## config.mk

```make
export PLATFORM = sky130hd
export DESIGN_NAME = tile_interact_engine
export DESIGN_NICKNAME = d
export VERILOG_FILES = /design/src/rtl/tile_interact_pkg.sv /design/src/rtl/tile_interact_engine_tile_classify.sv /design/src/rtl/tile_interact_engine.sv
export SDC_FILE = /design/constraint.sdc
export NUM_CORES = 1
export LEC_CHECK = 0
export ABC_AREA = 1
export CELL_PAD_IN_SITES_DETAIL_PLACEMENT = 0
export CELL_PAD_IN_SITES_GLOBAL_PLACEMENT = 1
export CORE_ASPECT_RATIO = 0.9
export CORE_MARGIN = 2
export CORE_UTILIZATION = 40
export CTS_BUF_LIST = sky130_fd_sc_hd__clkbuf_4 sky130_fd_sc_hd__clkbuf_8 sky130_fd_sc_hd__clkbuf_16
export DETAILED_ROUTE_END_ITERATION = 10
export PLACE_DENSITY = 0.88
export SLEW_MARGIN = 20
export SYNTH_ARGS = -nofsm -noshare
export SYNTH_HDL_FRONTEND = slang
export SYNTH_HIERARCHICAL = 1
export SYNTH_SLANG_ARGS = --single-unit
```

## constraint.sdc

```tcl
create_clock -name clk -period 11.35 [get_ports clk]
set_input_delay 2.27 -clock clk [delete_from_list [all_inputs] [get_ports clk]]
set_output_delay 2.27 -clock clk [all_outputs]
set_load 0.005 [all_outputs]
```

## src/rtl/tile_interact_pkg.sv

```systemverilog
// Shared tile-resource ID ranges, engine state encoding and tile class type
// for tile_interact_engine and tile_classify.
package tile_interact_pkg;

  localparam logic [15:0] TILE_GROUND_0   = 16'h0000;
  localparam logic [15:0] TILE_WALL_LO    = 16'h0010;
  localparam logic [15:0] TILE_WALL_HI    = 16'h001F;
  localparam logic [15:0] TILE_KEY_BASE   = 16'h0020;
  localparam logic [15:0] TILE_POTION_LO  = 16'h0030;
  localparam logic [15:0] TILE_POTION_HI  = 16'h003F;
  localparam logic [15:0] TILE_GEM_LO     = 16'h0040;
  localparam logic [15:0] TILE_GEM_HI     = 16'h004F;
  localparam logic [15:0] TILE_DOOR_BASE  = 16'h0050;
  localparam logic [15:0] TILE_UPSTAIR    = 16'h0060;
  localparam logic [15:0] TILE_DOWNSTAIR  = 16'h0061;
  localparam logic [15:0] TILE_MON_LO     = 16'h0100;
  localparam logic [15:0] TILE_MON_HI     = 16'h01FF;

  // Health cost of a monster when the combat engine is not built.
  localparam int MON_COST = 3;

  typedef enum logic [1:0] {
    S_IDLE  = 2'd0,
    S_EXEC  = 2'd1,
    S_FIGHT = 2'd2,
    S_DONE  = 2'd3
  } state_t;

  typedef struct packed {
    logic wall;
    logic key;
    logic potion;
    logic gem;
    logic door;
    logic monster;
    logic up;
    logic down;
    logic other;
  } tile_class_t;

endpackage

```

## src/rtl/tile_interact_engine_tile_classify.sv

```systemverilog
// Combinational tile_id decoder: one-hot tile class plus key/door colour index.
module tile_classify
  import tile_interact_pkg::*;
#(
  parameter int KEY_TYPES = 4
) (
  input  logic [15:0]  tile_id,
  output tile_class_t  cls,
  output logic [7:0]   idx
);

  logic [15:0] key_off;
  logic [15:0] door_off;

  // Range decode; key and door blocks hold KEY_TYPES consecutive IDs each.
  always_comb begin
    key_off  = tile_id - TILE_KEY_BASE;
    door_off = tile_id - TILE_DOOR_BASE;
    cls      = '0;
    idx      = 8'd0;
    if (tile_id >= TILE_WALL_LO && tile_id <= TILE_WALL_HI) begin
      cls.wall = 1'b1;
    end else if (tile_id >= TILE_KEY_BASE && key_off < 16'(KEY_TYPES)) begin
      cls.key = 1'b1;
      idx     = key_off[7:0];
    end else if (tile_id >= TILE_POTION_LO && tile_id <= TILE_POTION_HI) begin
      cls.potion = 1'b1;
    end else if (tile_id >= TILE_GEM_LO && tile_id <= TILE_GEM_HI) begin
      cls.gem = 1'b1;
    end else if (tile_id >= TILE_DOOR_BASE && door_off < 16'(KEY_TYPES)) begin
      cls.door = 1'b1;
      idx      = door_off[7:0];
    end else if (tile_id == TILE_UPSTAIR) begin
      cls.up = 1'b1;
    end else if (tile_id == TILE_DOWNSTAIR) begin
      cls.down = 1'b1;
    end else if (tile_id >= TILE_MON_LO && tile_id <= TILE_MON_HI) begin
      cls.monster = 1'b1;
    end else begin
      cls.other = 1'b1;
    end
  end

endmodule

```

## src/rtl/tile_interact_engine.sv

```systemverilog
// Registered, handshaked tile-interaction engine (IDLE/EXEC/FIGHT/DONE).
// Define INTERACT_COMBAT_EN to build iterative combat; otherwise monsters cost fixed health.
module tile_interact_engine
  import tile_interact_pkg::*;
#(
  parameter int KEY_TYPES   = 4,
  parameter int KEY_W       = 8,
  parameter int HP_W        = 16,
  parameter int STAT_W      = 8,
  parameter int FLOOR_W     = 16,
  parameter int POTION_HEAL = 5,
  parameter int MAX_ROUNDS  = 255
) (
  input  logic                        clk,
  input  logic                        rst,
  input  logic                        req_valid,
  output logic                        req_ready,
  input  logic [3:0]                  pos_x,
  input  logic [3:0]                  pos_y,
  input  logic [3:0]                  player_x,
  input  logic [3:0]                  player_y,
  input  logic [15:0]                 tile_id,
  input  logic [FLOOR_W-1:0]          floor,
  input  logic [KEY_TYPES*KEY_W-1:0]  key_num,
  input  logic [HP_W-1:0]             health,
  input  logic [STAT_W-1:0]           atk,
  input  logic [STAT_W-1:0]           def,
  input  logic [STAT_W-1:0]           mon_hp,
  input  logic [STAT_W-1:0]           mon_atk,
  input  logic [STAT_W-1:0]           mon_def,
  input  logic [3:0]                  up_x,
  input  logic [3:0]                  up_y,
  input  logic [3:0]                  down_x,
  input  logic [3:0]                  down_y,
  output logic                        res_valid,
  output logic                        blocked,
  output logic [3:0]                  goto_x,
  output logic [3:0]                  goto_y,
  output logic [FLOOR_W-1:0]          floor_out,
  output logic [KEY_TYPES*KEY_W-1:0]  key_num_out,
  output logic [HP_W-1:0]             health_out,
  output logic [15:0]                 new_tile_id
);

  localparam int KN_W = KEY_TYPES * KEY_W;

  state_t             state;
  logic [3:0]         pos_x_r, pos_y_r, player_x_r, player_y_r;
  logic [3:0]         up_x_r, up_y_r, down_x_r, down_y_r;
  logic [15:0]        tile_r;
  logic [FLOOR_W-1:0] floor_r;
  logic [KN_W-1:0]    key_r;
  logic [HP_W-1:0]    health_r;

  tile_class_t        cls;
  logic [7:0]         kidx;

  logic               ex_blocked, ex_fight;
  logic [3:0]         ex_gx, ex_gy;
  logic [FLOOR_W-1:0] ex_floor;
  logic [KN_W-1:0]    ex_keys;
  logic [HP_W-1:0]    ex_health;
  logic [15:0]        ex_tile;
  logic [KEY_W-1:0]   sel_key, new_key;
  logic [KEY_W:0]     key_inc;
  logic [HP_W:0]      hp_inc;
  logic [FLOOR_W:0]   fl_inc;

  // Results are staged here and only become visible in DONE.
  logic               stg_blocked;
  logic [3:0]         stg_gx, stg_gy;
  logic [FLOOR_W-1:0] stg_floor;
  logic [KN_W-1:0]    stg_keys;
  logic [HP_W-1:0]    stg_health;
  logic [15:0]        stg_tile;

  assign req_ready = (state == S_IDLE);

  tile_classify #(.KEY_TYPES(KEY_TYPES)) u_classify (
    .tile_id (tile_r),
    .cls     (cls),
    .idx     (kidx)
  );

`ifdef INTERACT_COMBAT_EN
  localparam int RND_W = $clog2(MAX_ROUNDS + 1);
  logic [STAT_W-1:0] atk_r, def_r, mon_hp_r, mon_atk_r, mon_def_r;
  logic [STAT_W-1:0] dm, dp, dm_r, dp_r, mhp_r, mhp_next;
  logic [HP_W-1:0]   hp_r, hp_next;
  logic [RND_W-1:0]  rounds_r, rounds_next;
  logic              unused_sink;
  assign unused_sink = cls.other;

  // Damage per round and next combat round values; saturating at zero.
  always_comb begin
    dm          = (atk_r > mon_def_r) ? (atk_r - mon_def_r) : '0;
    dp          = (mon_atk_r > def_r) ? (mon_atk_r - def_r) : '0;
    mhp_next    = (mhp_r > dm_r) ? (mhp_r - dm_r) : '0;
    hp_next     = (hp_r > HP_W'(dp_r)) ? (hp_r - HP_W'(dp_r)) : '0;
    rounds_next = rounds_r + RND_W'(1);
  end
`else
  logic unused_sink;
  assign unused_sink = ^{cls.other, atk, def, mon_hp, mon_atk, mon_def};
`endif

  // Single-step resolution of the captured request.
  always_comb begin
    ex_blocked = 1'b0;
    ex_fight   = 1'b0;
    ex_gx      = pos_x_r;
    ex_gy      = pos_y_r;
    ex_floor   = floor_r;
    ex_health  = health_r;
    ex_tile    = tile_r;
    sel_key    = '0;
    for (int i = 0; i < KEY_TYPES; i++) begin
      sel_key = (kidx == 8'(i)) ? key_r[i*KEY_W +: KEY_W] : sel_key;
    end
    new_key = sel_key;
    key_inc = {1'b0, sel_key} + (KEY_W+1)'(1);
    hp_inc  = {1'b0, health_r} + (HP_W+1)'(POTION_HEAL);
    fl_inc  = {1'b0, floor_r} + (FLOOR_W+1)'(1);
    if (cls.wall) begin
      ex_blocked = 1'b1;
    end else if (cls.key) begin
      new_key = key_inc[KEY_W] ? '1 : key_inc[KEY_W-1:0];
      ex_tile = TILE_GROUND_0;
    end else if (cls.potion || cls.gem) begin
      ex_health = hp_inc[HP_W] ? '1 : hp_inc[HP_W-1:0];
      ex_tile   = TILE_GROUND_0;
    end else if (cls.door) begin
      if (sel_key != '0) begin
        new_key = sel_key - KEY_W'(1);
        ex_tile = TILE_GROUND_0;
      end else begin
        ex_blocked = 1'b1;
      end
    end else if (cls.up) begin
      if (fl_inc[FLOOR_W]) begin
        ex_blocked = 1'b1;
      end else begin
        ex_gx    = up_x_r;
        ex_gy    = up_y_r;
        ex_floor = fl_inc[FLOOR_W-1:0];
      end
    end else if (cls.down) begin
      if (floor_r == '0) begin
        ex_blocked = 1'b1;
      end else begin
        ex_gx    = down_x_r;
        ex_gy    = down_y_r;
        ex_floor = floor_r - FLOOR_W'(1);
      end
    end else if (cls.monster) begin
`ifdef INTERACT_COMBAT_EN
      // Preload the losing result; a win overwrites it from FIGHT.
      ex_fight   = 1'b1;
      ex_blocked = 1'b1;
`else
      if (health_r > HP_W'(MON_COST)) begin
        ex_health = health_r - HP_W'(MON_COST);
        ex_tile   = TILE_GROUND_0;
      end else begin
        ex_blocked = 1'b1;
      end
`endif
    end else begin
      ex_blocked = 1'b0;
    end
    if (ex_blocked) begin
      ex_gx = player_x_r;
      ex_gy = player_y_r;
    end else begin
      ex_gx = ex_gx;
    end
    for (int i = 0; i < KEY_TYPES; i++) begin
      ex_keys[i*KEY_W +: KEY_W] = (kidx == 8'(i)) ? new_key : key_r[i*KEY_W +: KEY_W];
    end
  end

  // Engine FSM with captured request, staged results and registered outputs.
  always_ff @(posedge clk or posedge rst) begin
    if (rst) begin
      state       <= S_IDLE;
      pos_x_r     <= 4'd0;  pos_y_r    <= 4'd0;
      player_x_r  <= 4'd0;  player_y_r <= 4'd0;
      up_x_r      <= 4'd0;  up_y_r     <= 4'd0;
      down_x_r    <= 4'd0;  down_y_r   <= 4'd0;
      tile_r      <= 16'd0; floor_r    <= '0;
      key_r       <= '0;    health_r   <= '0;
      stg_blocked <= 1'b0;  stg_gx     <= 4'd0; stg_gy <= 4'd0;
      stg_floor   <= '0;    stg_keys   <= '0;
      stg_health  <= '0;    stg_tile   <= 16'd0;
      res_valid   <= 1'b0;  blocked    <= 1'b0;
      goto_x      <= 4'd0;  goto_y     <= 4'd0;
      floor_out   <= '0;    key_num_out <= '0;
      health_out  <= '0;    new_tile_id <= 16'd0;
`ifdef INTERACT_COMBAT_EN
      atk_r <= '0; def_r <= '0; mon_hp_r <= '0; mon_atk_r <= '0; mon_def_r <= '0;
      dm_r  <= '0; dp_r  <= '0; mhp_r    <= '0; hp_r      <= '0; rounds_r  <= '0;
`endif
    end else begin
      res_valid <= 1'b0;
      case (state)
        S_IDLE: begin
          if (req_valid) begin
            pos_x_r    <= pos_x;    pos_y_r    <= pos_y;
            player_x_r <= player_x; player_y_r <= player_y;
            up_x_r     <= up_x;     up_y_r     <= up_y;
            down_x_r   <= down_x;   down_y_r   <= down_y;
            tile_r     <= tile_id;  floor_r    <= floor;
            key_r      <= key_num;  health_r   <= health;
`ifdef INTERACT_COMBAT_EN
            atk_r <= atk; def_r <= def;
            mon_hp_r <= mon_hp; mon_atk_r <= mon_atk; mon_def_r <= mon_def;
`endif
            state <= S_EXEC;
          end else begin
            state <= S_IDLE;
          end
        end
        S_EXEC: begin
          stg_blocked <= ex_blocked; stg_gx   <= ex_gx;   stg_gy     <= ex_gy;
          stg_floor   <= ex_floor;   stg_keys <= ex_keys; stg_health <= ex_health;
          stg_tile    <= ex_tile;
`ifdef INTERACT_COMBAT_EN
          if (ex_fight && dm != '0) begin
            dm_r     <= dm;
            dp_r     <= dp;
            mhp_r    <= mon_hp_r;
            hp_r     <= health_r;
            rounds_r <= '0;
            state    <= S_FIGHT;
          end else begin
            state <= S_DONE;
          end
`else
          state <= S_DONE;
`endif
        end
        S_FIGHT: begin
`ifdef INTERACT_COMBAT_EN
          mhp_r    <= mhp_next;
          hp_r     <= hp_next;
          rounds_r <= rounds_next;
          if (mhp_next == '0) begin
            stg_blocked <= 1'b0;
            stg_health  <= hp_r;
            stg_tile    <= TILE_GROUND_0;
            stg_gx      <= pos_x_r;
            stg_gy      <= pos_y_r;
            state       <= S_DONE;
          end else if (hp_next == '0 || rounds_next == RND_W'(MAX_ROUNDS)) begin
            state <= S_DONE;
          end else begin
            state <= S_FIGHT;
          end
`else
          state <= S_IDLE;
`endif
        end
        S_DONE: begin
          res_valid   <= 1'b1;
          blocked     <= stg_blocked;
          goto_x      <= stg_gx;
          goto_y      <= stg_gy;
          floor_out   <= stg_floor;
          key_num_out <= stg_keys;
          health_out  <= stg_health;
          new_tile_id <= stg_tile;
          state       <= S_IDLE;
        end
        default: state <= S_IDLE;
      endcase
    end
  end

endmodule

```

Word-level counts from Yosys, hierarchy flattened
Index checks and enable logic that the tools add are counted.
{ "classes": {"n_addsub": 8, "order_cmp": 13, "eq_ne": 8, "mux": 95, "n_reduce_logical": 13} }
{ "ops": {"columns": ["op", "count"], "rows": [
  ["2-to-1 mux 16 bit", 26],
  ["2-to-1 mux 8 bit", 20],
  ["2-to-1 mux 4 bit", 19],
  ["== test 16 x 7 -> 1 bit, second input constant", 2],
  [">= comparator 16 x 6 -> 1 bit, second input constant", 2],
  [">= comparator 16 x 7 -> 1 bit, second input constant", 2],
  ["< comparator 16 x 3 -> 1 bit, second input constant", 2],
  ["2-to-1 mux 1 bit", 25],
  ["adder 16 x 1 -> 17 bit, second input constant", 1],
  ["adder 16 x 3 -> 17 bit, second input constant", 1],
  ["== test 8 x 2 -> 1 bit, second input constant", 2],
  [">= comparator 16 x 5 -> 1 bit, second input constant", 1],
  [">= comparator 16 x 9 -> 1 bit, second input constant", 1],
  ["greater-than comparator 16 x 2 -> 1 bit, second input constant", 1],
  ["less-or-equal comparator 16 x 5 -> 1 bit, second input constant", 1],
  ["less-or-equal comparator 16 x 6 -> 1 bit, second input constant", 1],
  ["less-or-equal comparator 16 x 7 -> 1 bit, second input constant", 1],
  ["less-or-equal comparator 16 x 9 -> 1 bit, second input constant", 1],
  ["zero test 16 bit", 1],
  ["subtractor 16 x 1 -> 16 bit, second input constant", 1],
  ["subtractor 16 x 2 -> 16 bit, second input constant", 1],
  ["subtractor 16 x 6 -> 16 bit, second input constant", 1],
  ["subtractor 16 x 7 -> 16 bit, second input constant", 1],
  ["adder 8 x 1 -> 9 bit, second input constant", 1],
  ["other kinds (16)", 22]
]} }
{ "totals": {"register_bits": 293, "output_inout_bits": 91} }

Longest topological paths before layout
Gate-level depths: netlist of the first run.
{ "depth": {"ltp_word": 20, "mapped_depth": 34} }

Modules after synthesis
Netlist of the first run, hierarchy kept.
{ "modules_own_cells": {"columns": ["module", "n_inst", "cells_per_inst", "area_each_um2", "seq_area_each_um2"], "rows": [
  ["tile_interact_engine", 1, 1723, 14601.5, 7332.0],
  ["tile_classify", 1, 186, 974.7, 0.0]
]} }

Worst setup path after synthesis of the first run
No wires, ideal clock.
{ "synth_path": {"path_type": "flip-flop to flip-flop", "startpoint": "register tile_r[5]", "endpoint": "register stg_blocked", "arrival_ps": 3877, "path_slack_ps": 7345, "stages_incl_launch_ff": 31, "n_path_buf": 2, "synth_period_minus_slack_ps": 4005, "path_cell_list": "dfrtp_1 -> inv_1 -> ha_1 -> inv_1 -> nand2_1 -> nand2_1 -> nand3_1 -> nor2_2 -> nand2_2 -> nor2_4 -> nand3_4 -> nor2_4 -> nand2_1 -> o21ai_2 -> nor2_1 -> nand2_2 -> inv_2 -> buf_2 -> nand2_1 -> clkbuf_1 -> o211ai_1 -> nand2_1 -> inv_1 -> ha_1 -> nand3_1 -> nor2_4 -> nand2_4 -> nand2_4 -> a31oi_4 -> nor2_4 -> o21bai_1"} }
{ "synth_lines": {"columns": ["element", "line", "rtl"], "rows": [
  ["from (decl)", "tile_interact_engine.sv:50", "logic [15:0] tile_r;"],
  ["from (signal assigned)", "tile_interact_engine.sv:212", "tile_r <= tile_id; floor_r <= floor;"],
  ["to (signal assigned)", "tile_interact_engine.sv:224", "stg_blocked <= ex_blocked; stg_gx <= ex_gx; stg_gy <= ex_gy;"],
  ["to (decl)", "tile_interact_engine.sv:70", "logic stg_blocked;"]
]} }

Worst setup path after layout of the first run
{ "layout_path": {"startpoint": "register tile_r[5]", "endpoint": "register stg_blocked"} }
{ "layout_via": {"elab_chain_cells": 19, "elab_cells_between_ends": 61, "classes_between": "add/sub (2); order compare (12); eq/ne (5); mux (33); reduce/logical (9)"} }
{ "layout_rtl": {"columns": ["element", "line", "rtl"], "rows": [
  ["subtractor 16 x 7 -> 16 bit", "tile_interact_engine_tile_classify.sv:18", "door_off = tile_id - TILE_DOOR_BASE;"],
  ["< comparator 16 x 3 -> 1 bit", "tile_interact_engine_tile_classify.sv:30", "end else if (tile_id >= TILE_DOOR_BASE && door_off < 16'(KEY_TYPES)) begin"],
  ["logical AND 1 bit", "tile_interact_engine_tile_classify.sv:30", null],
  ["2-to-1 mux 8 bit", "tile_interact_engine_tile_classify.sv:30", null],
  ["2-to-1 mux 8 bit", "tile_interact_engine_tile_classify.sv:28", "end else if (tile_id >= TILE_GEM_LO && tile_id <= TILE_GEM_HI) begin"],
  ["2-to-1 mux 8 bit", "tile_interact_engine_tile_classify.sv:26", "end else if (tile_id >= TILE_POTION_LO && tile_id <= TILE_POTION_HI) begin"],
  ["2-to-1 mux 8 bit", "tile_interact_engine_tile_classify.sv:23", "end else if (tile_id >= TILE_KEY_BASE && key_off < 16'(KEY_TYPES)) begin"],
  ["2-to-1 mux 8 bit *", "tile_interact_engine_tile_classify.sv:21", "if (tile_id >= TILE_WALL_LO && tile_id <= TILE_WALL_HI) begin"],
  ["via kidx[0]", "tile_interact_engine.sv:56", "logic [7:0] kidx;"],
  ["[... 1 more ...]", null, null],
  ["2-to-1 mux 8 bit (3 in series)", "tile_interact_engine.sv:118", "sel_key = (kidx == 8'(i)) ? key_r[i*KEY_W +: KEY_W] : sel_key;"],
  ["2-to-1 mux 8 bit *", "tile_interact_engine.sv:118", null],
  ["nonzero test 8 bit *", "tile_interact_engine.sv:133", "if (sel_key != '0) begin"],
  ["2-to-1 mux 1 bit *", "tile_interact_engine.sv:133", null],
  ["2-to-1 mux 1 bit *", "tile_interact_engine.sv:132", "end else if (cls.door) begin"],
  ["2-to-1 mux 1 bit *", "tile_interact_engine.sv:129", "end else if (cls.potion || cls.gem) begin"],
  ["2-to-1 mux 1 bit *", "tile_interact_engine.sv:126", "end else if (cls.key) begin"],
  ["2-to-1 mux 1 bit *", "tile_interact_engine.sv:124", "if (cls.wall) begin"]
]} }
The timed path passes the listed nets; every way through them passes the cells marked *.
A chain may end at the register's enable or synchronous reset.

==> results of run 1 <==
[tightest hold or removal path: stages, from the launching register on]
cell     delay, ns
dfrtp_1       0.34
nand2_1       0.05
nand2_1       0.05
[layout make-up]
class / count / area [um2] / area share (%)
clock buffers: 49 / 1010 / 5.23
inverters: 185 / 704 / 3.66
clock inverters: 13 / 214 / 1.11
well taps: 525 / 657 / 3.41
flip-flops and latches: 293 / 7330 / 38.1
repair buffers: 218 / 2150 / 11.2
multi-input cells: 1342 / 7190 / 37.3
[how the worst max path moves through the flow]
stage	to
floorplan	blocked
finish	stg_blocked
CTS	stg_blocked
global placement	stg_blocked
detailed placement	stg_blocked
global route	stg_blocked
[sequential cells by signal, indices dropped and copies added (netlist names), 16 cells and up]
| signal | cells |
|---|---|
| key_num_out | 32 |
| key_r | 32 |
| stg_keys | 32 |
| floor_out | 16 |
| floor_r | 16 |
| health_out | 16 |
| health_r | 16 |
| new_tile_id | 16 |
| stg_floor | 16 |
| stg_health | 16 |
| stg_tile | 16 |
| tile_r | 16 |
[metal layers]
metal	vias up	share of wire, %
met2	355	47
met3	47	5.3
met5	-	0
met4	0	1.6
li1	6570	-
met1	6472	46
[placed cells by master, fill, tap and decap left out, drive strengths merged, types with 3 or more instances in the layout]
cell type,n
nand3,146
dfrtp,293
buf,13
o221ai,9
nor2,220
o31ai,3
xor2,24
inv,186
clkdlybuf4s50,205
nand4,18
bufinv,5
ha,17
mux2,71
o21ai,167
clkbuf,49
o211ai,14
clkinv,5
nor3,15
a31oi,8
a22oi,20
a21oi,111
nand2,476
[through the flow]
| stage | cells | hold slack, ns | total power, mW |
|---|---|---|---|
| final | 2625 | 0.477 | 5.14 |
| after global routing | 2625 | 0.499 | 5.54 |
| after CTS | 2625 | 0.475 | 5.18 |
| after detailed placement | 2563 | 0.455 | 3.98 |
| after global placement | 2563 | 0.455 | 3.92 |
| after floorplan | 1907 | 0.442 | 3.18 |
[power by group through the flow]
stage | Combinational [mW] | Clock, mW | Sequential [mW]
after global routing | 2.25 | 1.25 | 2.04
after detailed placement | 1.99 | 0 | 1.99
after CTS | 2.00 | 1.21 | 1.97
after floorplan | 1.33 | 0 | 1.85
after global placement | 1.95 | 0 | 1.97
final | 1.98 | 1.18 | 1.97
==> flow_summary.toml, run 1 <==
[clocking]
cts_tree = "done"
clock_latency_ns = 0.55
cts_buffers = 34
root_buffer = "clkbuf_16"
cts.sinks = 293
cts.hold.buffers_added = 0
cts_max_level = 2
post_cts_resized = 0
clockBufferDepth = 3
cts_setup_buffers = 0
cts.clk_slew.worst_paths_ns = 0.06

[sta]
fin_skew_ns = 0.0279
rsz0062_at_grt = "no"
setup_viol_count_final = 0
tightest_slew_ns = 1.04
fin_crit_ns = 5.44
maxSlewViolCount = 0
hold_viol_final = 0
relSlewSlack_pct = 30.6
min_period_over_period_pct = 47.9
setup_tns_ns = 0
fmax_ghz = 0.184
layout_setup_ws_ns = 5.91

[yosys]
postSynthAreaPerCell_um2 = 8.17
netlist_area_um2 = 15600
ys_warn_count = 6
synthCells = 1906

[setup_path]
rr_worst_depth = 27
r2r_setup_slack_ns = 5.91
required_ns = 11.75
critPathArrivalTime_ns = 5.83
crit_top_cell = "nand2_1"
crit_cells = 27
path_class = "flip-flop to flip-flop"
path_max_fanout = 22
reg2reg_from = "tile_r[5]"
setup.worst_path.start = "tile_r[5]"
r2r_end = "stg_blocked"
start_kind = "flip-flop"
critPathBufInv = 4
cp_slowest_stage_delay_ns = 0.71
cpMaxStageDelayCell = "nor2_2"
crit_path_end_kind = "flip-flop"
crit_family = "simple AND/OR/NAND/NOR gates"

[floorplan]
die-width_um = 212
coreArea_um2 = 38400
die_area_um2 = 40500
start_util_pct = 40.6
die_h_um = 191
ioPinCount = 246
rows = 68

[power]
p_int_mw = 3.17
p_clk_share_pct = 23.0
p_sw_mw = 1.96
pwr-share-seq_pct = 38.4
switching_share_pct = 38.2
pwr-share-comb_pct = 38.6
leakage_nw = 8.98
p_per_area_nw_per_um2 = 267
peakVddDrop_mv = 0.190

[detailed_routing]
post_drt_wl_per_cell_um = 17.0
final_antenna_net_count = 0
drc = 0
dr.pass1.iters = 5
via_per_inst = 5.12
wl_um = 44600
dr_total_vias = 13444
initialDrtViolationCount = 847

[final_layout]
fill_cells = 3649
syn_to_final_growth_pct = 23.7
design_area_um2 = 19300
drive_gt1_share_pct = 12.2
antennaDiodeCount = 0
post-route-util_pct = 50.2
fin_nets = 2246

[global_routing]
grt_pass1_wl_um = 71600
use_met1_pct = 31.2
grt_pass1_vias = 13318
grt_use_met2_pct = 36.5
track_usage_pct = 22.3
use_met3_pct = 3.33
gr-total-overflow = 0
antenna_found_initial = 1
grt.busiest_layer = "met2"
grt_max_degree = 97

[placement]
port_buffers = 205
post-place-ws_ns = 5.88
place_area_um2 = 18000
dp_hpwl_um = 31300
gp_congestion = 0.870

[flow_run]
drv_cap = 0

[min_path]
holdPathStages = 2
hold_start = "stg_keys[21]"
worstHoldEndpoint = "key_num_out[21]"
hp-class = "flip-flop to flip-flop"

[outcome]
run_status = "completed"
Power figures use the tool's default switching activity.
==> inputs of run 2 (changes only) <==
- clock period: 11.35 -> 5.1 ns (I/O delays scaled with it)
==> run 2 against run 1 <==
Net effect:
- critical path type unchanged
- clock-buffer cell count down 1
- die area unchanged
- critical endpoint is now stg_gy[3]
- global-route usage up 0.27 points
- routed wire length about the same
- total power up 120%
- clock power up 110%
- combinational power up 130%
- non-clock buffer count up 18
- via count up 1.1%
- sequential share of layout area down 0.27 points
- first-iteration DRC count up 27%
==> flow_summary.toml, run 2 (synthesis gave the netlist of run 1 again) <==
[final_layout]
post-route-util_pct = 50.5
final_common_cell = "nand2_1"
top_regs = "key_num_out (32), key_r (32), stg_keys (32)"
mostFrequentLayoutCells = "nand2_1, dfrtp_1, clkdlybuf4s50_1, nor2_1, inv_1"
instances_no_fill = 2640
drive_gt1_share_pct = 12.8
fin_nets = 2264
syn_to_final_growth_pct = 24.6

[detailed_routing]
dr_total_vias = 13596
initialDrtViolationCount = 1075
drc = 0
post_drt_wl_per_cell_um = 16.9
final_antenna_net_count = 0
dr.pass1.iters = 5
wl_um = 44700
via_per_inst = 5.15

[setup_path]
crit_cells = 28
r2r_end = "stg_gy[3]"
required_ns = 5.48
reg2reg_from = "tile_r[5]"
cpMaxStageDelayCell = "a31oi_4"
crit_top_cell = "nand2_1"
setup.worst_path.start = "tile_r[5]"
path_class = "flip-flop to flip-flop"
cp_slowest_stage_delay_ns = 0.40
start_kind = "flip-flop"
critPathBufInv = 5
crit_path_end_kind = "flip-flop"
critPathArrivalTime_ns = 4.87
path_max_fanout = 10
r2r_setup_slack_ns = 0.61
crit_family = "simple AND/OR/NAND/NOR gates"
endpoint = "stg_gy[3]"
rr_worst_depth = 28

[clocking]
cts.sinks = 293
clock_latency_ns = 0.52
cts_max_level = 2
cts_buffers = 34
cts.hold.buffers_added = 0
clockBufferDepth = 3
cts_tree = "done"
cts.clk_slew.worst_paths_ns = 0.06
post_cts_resized = 0
root_buffer = "clkbuf_16"
cts_setup_buffers = 0

[placement]
port_buffers = 205
place_inst = 2580
dp_hpwl_um = 31500
post-place-ws_ns = 0.616
gp_congestion = 0.881

[floorplan]
rows = 68
ioPinCount = 246
die-width_um = 212
start_util_pct = 40.6
die_area_um2 = 40500
coreArea_um2 = 38400
die_h_um = 191

[sta]
setup_tns_ns = 0
setup_viol_count_final = 0
tightest_slew_ns = 0.916
min_period_over_period_pct = 88.1
fin_crit_ns = 4.49
maxSlewViolCount = 0
layout_setup_ws_ns = 0.609
fin_skew_ns = 0.0167
hold_viol_final = 0
fmax_ghz = 0.223
rsz0062_at_grt = "no"
relSlewSlack_pct = 38.7

[power]
peakVddDrop_mv = 0.547
p_total_mw = 11.4
p_per_area_nw_per_um2 = 586
leakage_nw = 9.06

[global_routing]
track_usage_pct = 22.6
grt_max_degree = 111
grt_pass1_wl_um = 72600
grt_pass1_vias = 13477
antenna_found_initial = 2
gr-total-overflow = 0

[flow_run]
drv_cap = 0

[min_path]
hold_start = "stg_gx[2]"
hp-class = "flip-flop to flip-flop"

[outcome]
run_status = "completed"
run 2: per-stage QoR:
step | area (um2) | hold slack, ns
after floorplan | 15600 | 0.442
after global placement | 18200 | 0.455
after detailed placement | 18200 | 0.456
after CTS | 19400 | 0.467
after global routing | 19400 | 0.500
final | 19400 | 0.461
run 2: area by class of cell:
class / instances / area [um2]
multi-input combinational: 1342 / 7190
antenna: 1 / 2.50
inverter: 185 / 701
clock buffer: 48 / 1040
clock inverter: 10 / 109
tap: 525 / 657
fill: 3631 / 19000
timing repair buffer: 236 / 2370
sequential: 293 / 7330
run 2: how the worst min path moves through the flow:
stage                     slack (ns)         endpoint  cells past startpoint
after floorplan                 0.44     floor_out[0]                      2
after global placement          0.46    floor_out[14]                      2
after detailed placement        0.46     floor_out[4]                      2
after CTS                       0.47        goto_x[2]                      2
after global routing            0.50  key_num_out[25]                      2
final                           0.46        goto_x[2]                      2
run 2: worst register-to-register path, delay by kind of cell (launching register included):
family	cells	cell delay, ns
simple gates	17	2.18
compound gates	4	0.77
buf+inv	5	0.55
fa+ha+maj	2	0.48
flops	1	0.38
run 2: power by group:
group | switching (mW) | internal, mW
combinational | 2.51 | 2.02
clock | 0.967 | 1.51
sequential | 0.896 | 3.47
run 2: per-layer routing:
layer / track usage, % / vias up / part of all wire, % / routed length, um
li1: - / 6604 / - / -
met1: 31.8 / 6536 / 46 / 20400
met2: 35.8 / 386 / 47 / 20800
met3: 3.71 / 70 / 5.5 / 2440
met4: 6.64 / 0 / 2.1 / 950
met5: 0 / - / 0 / 0
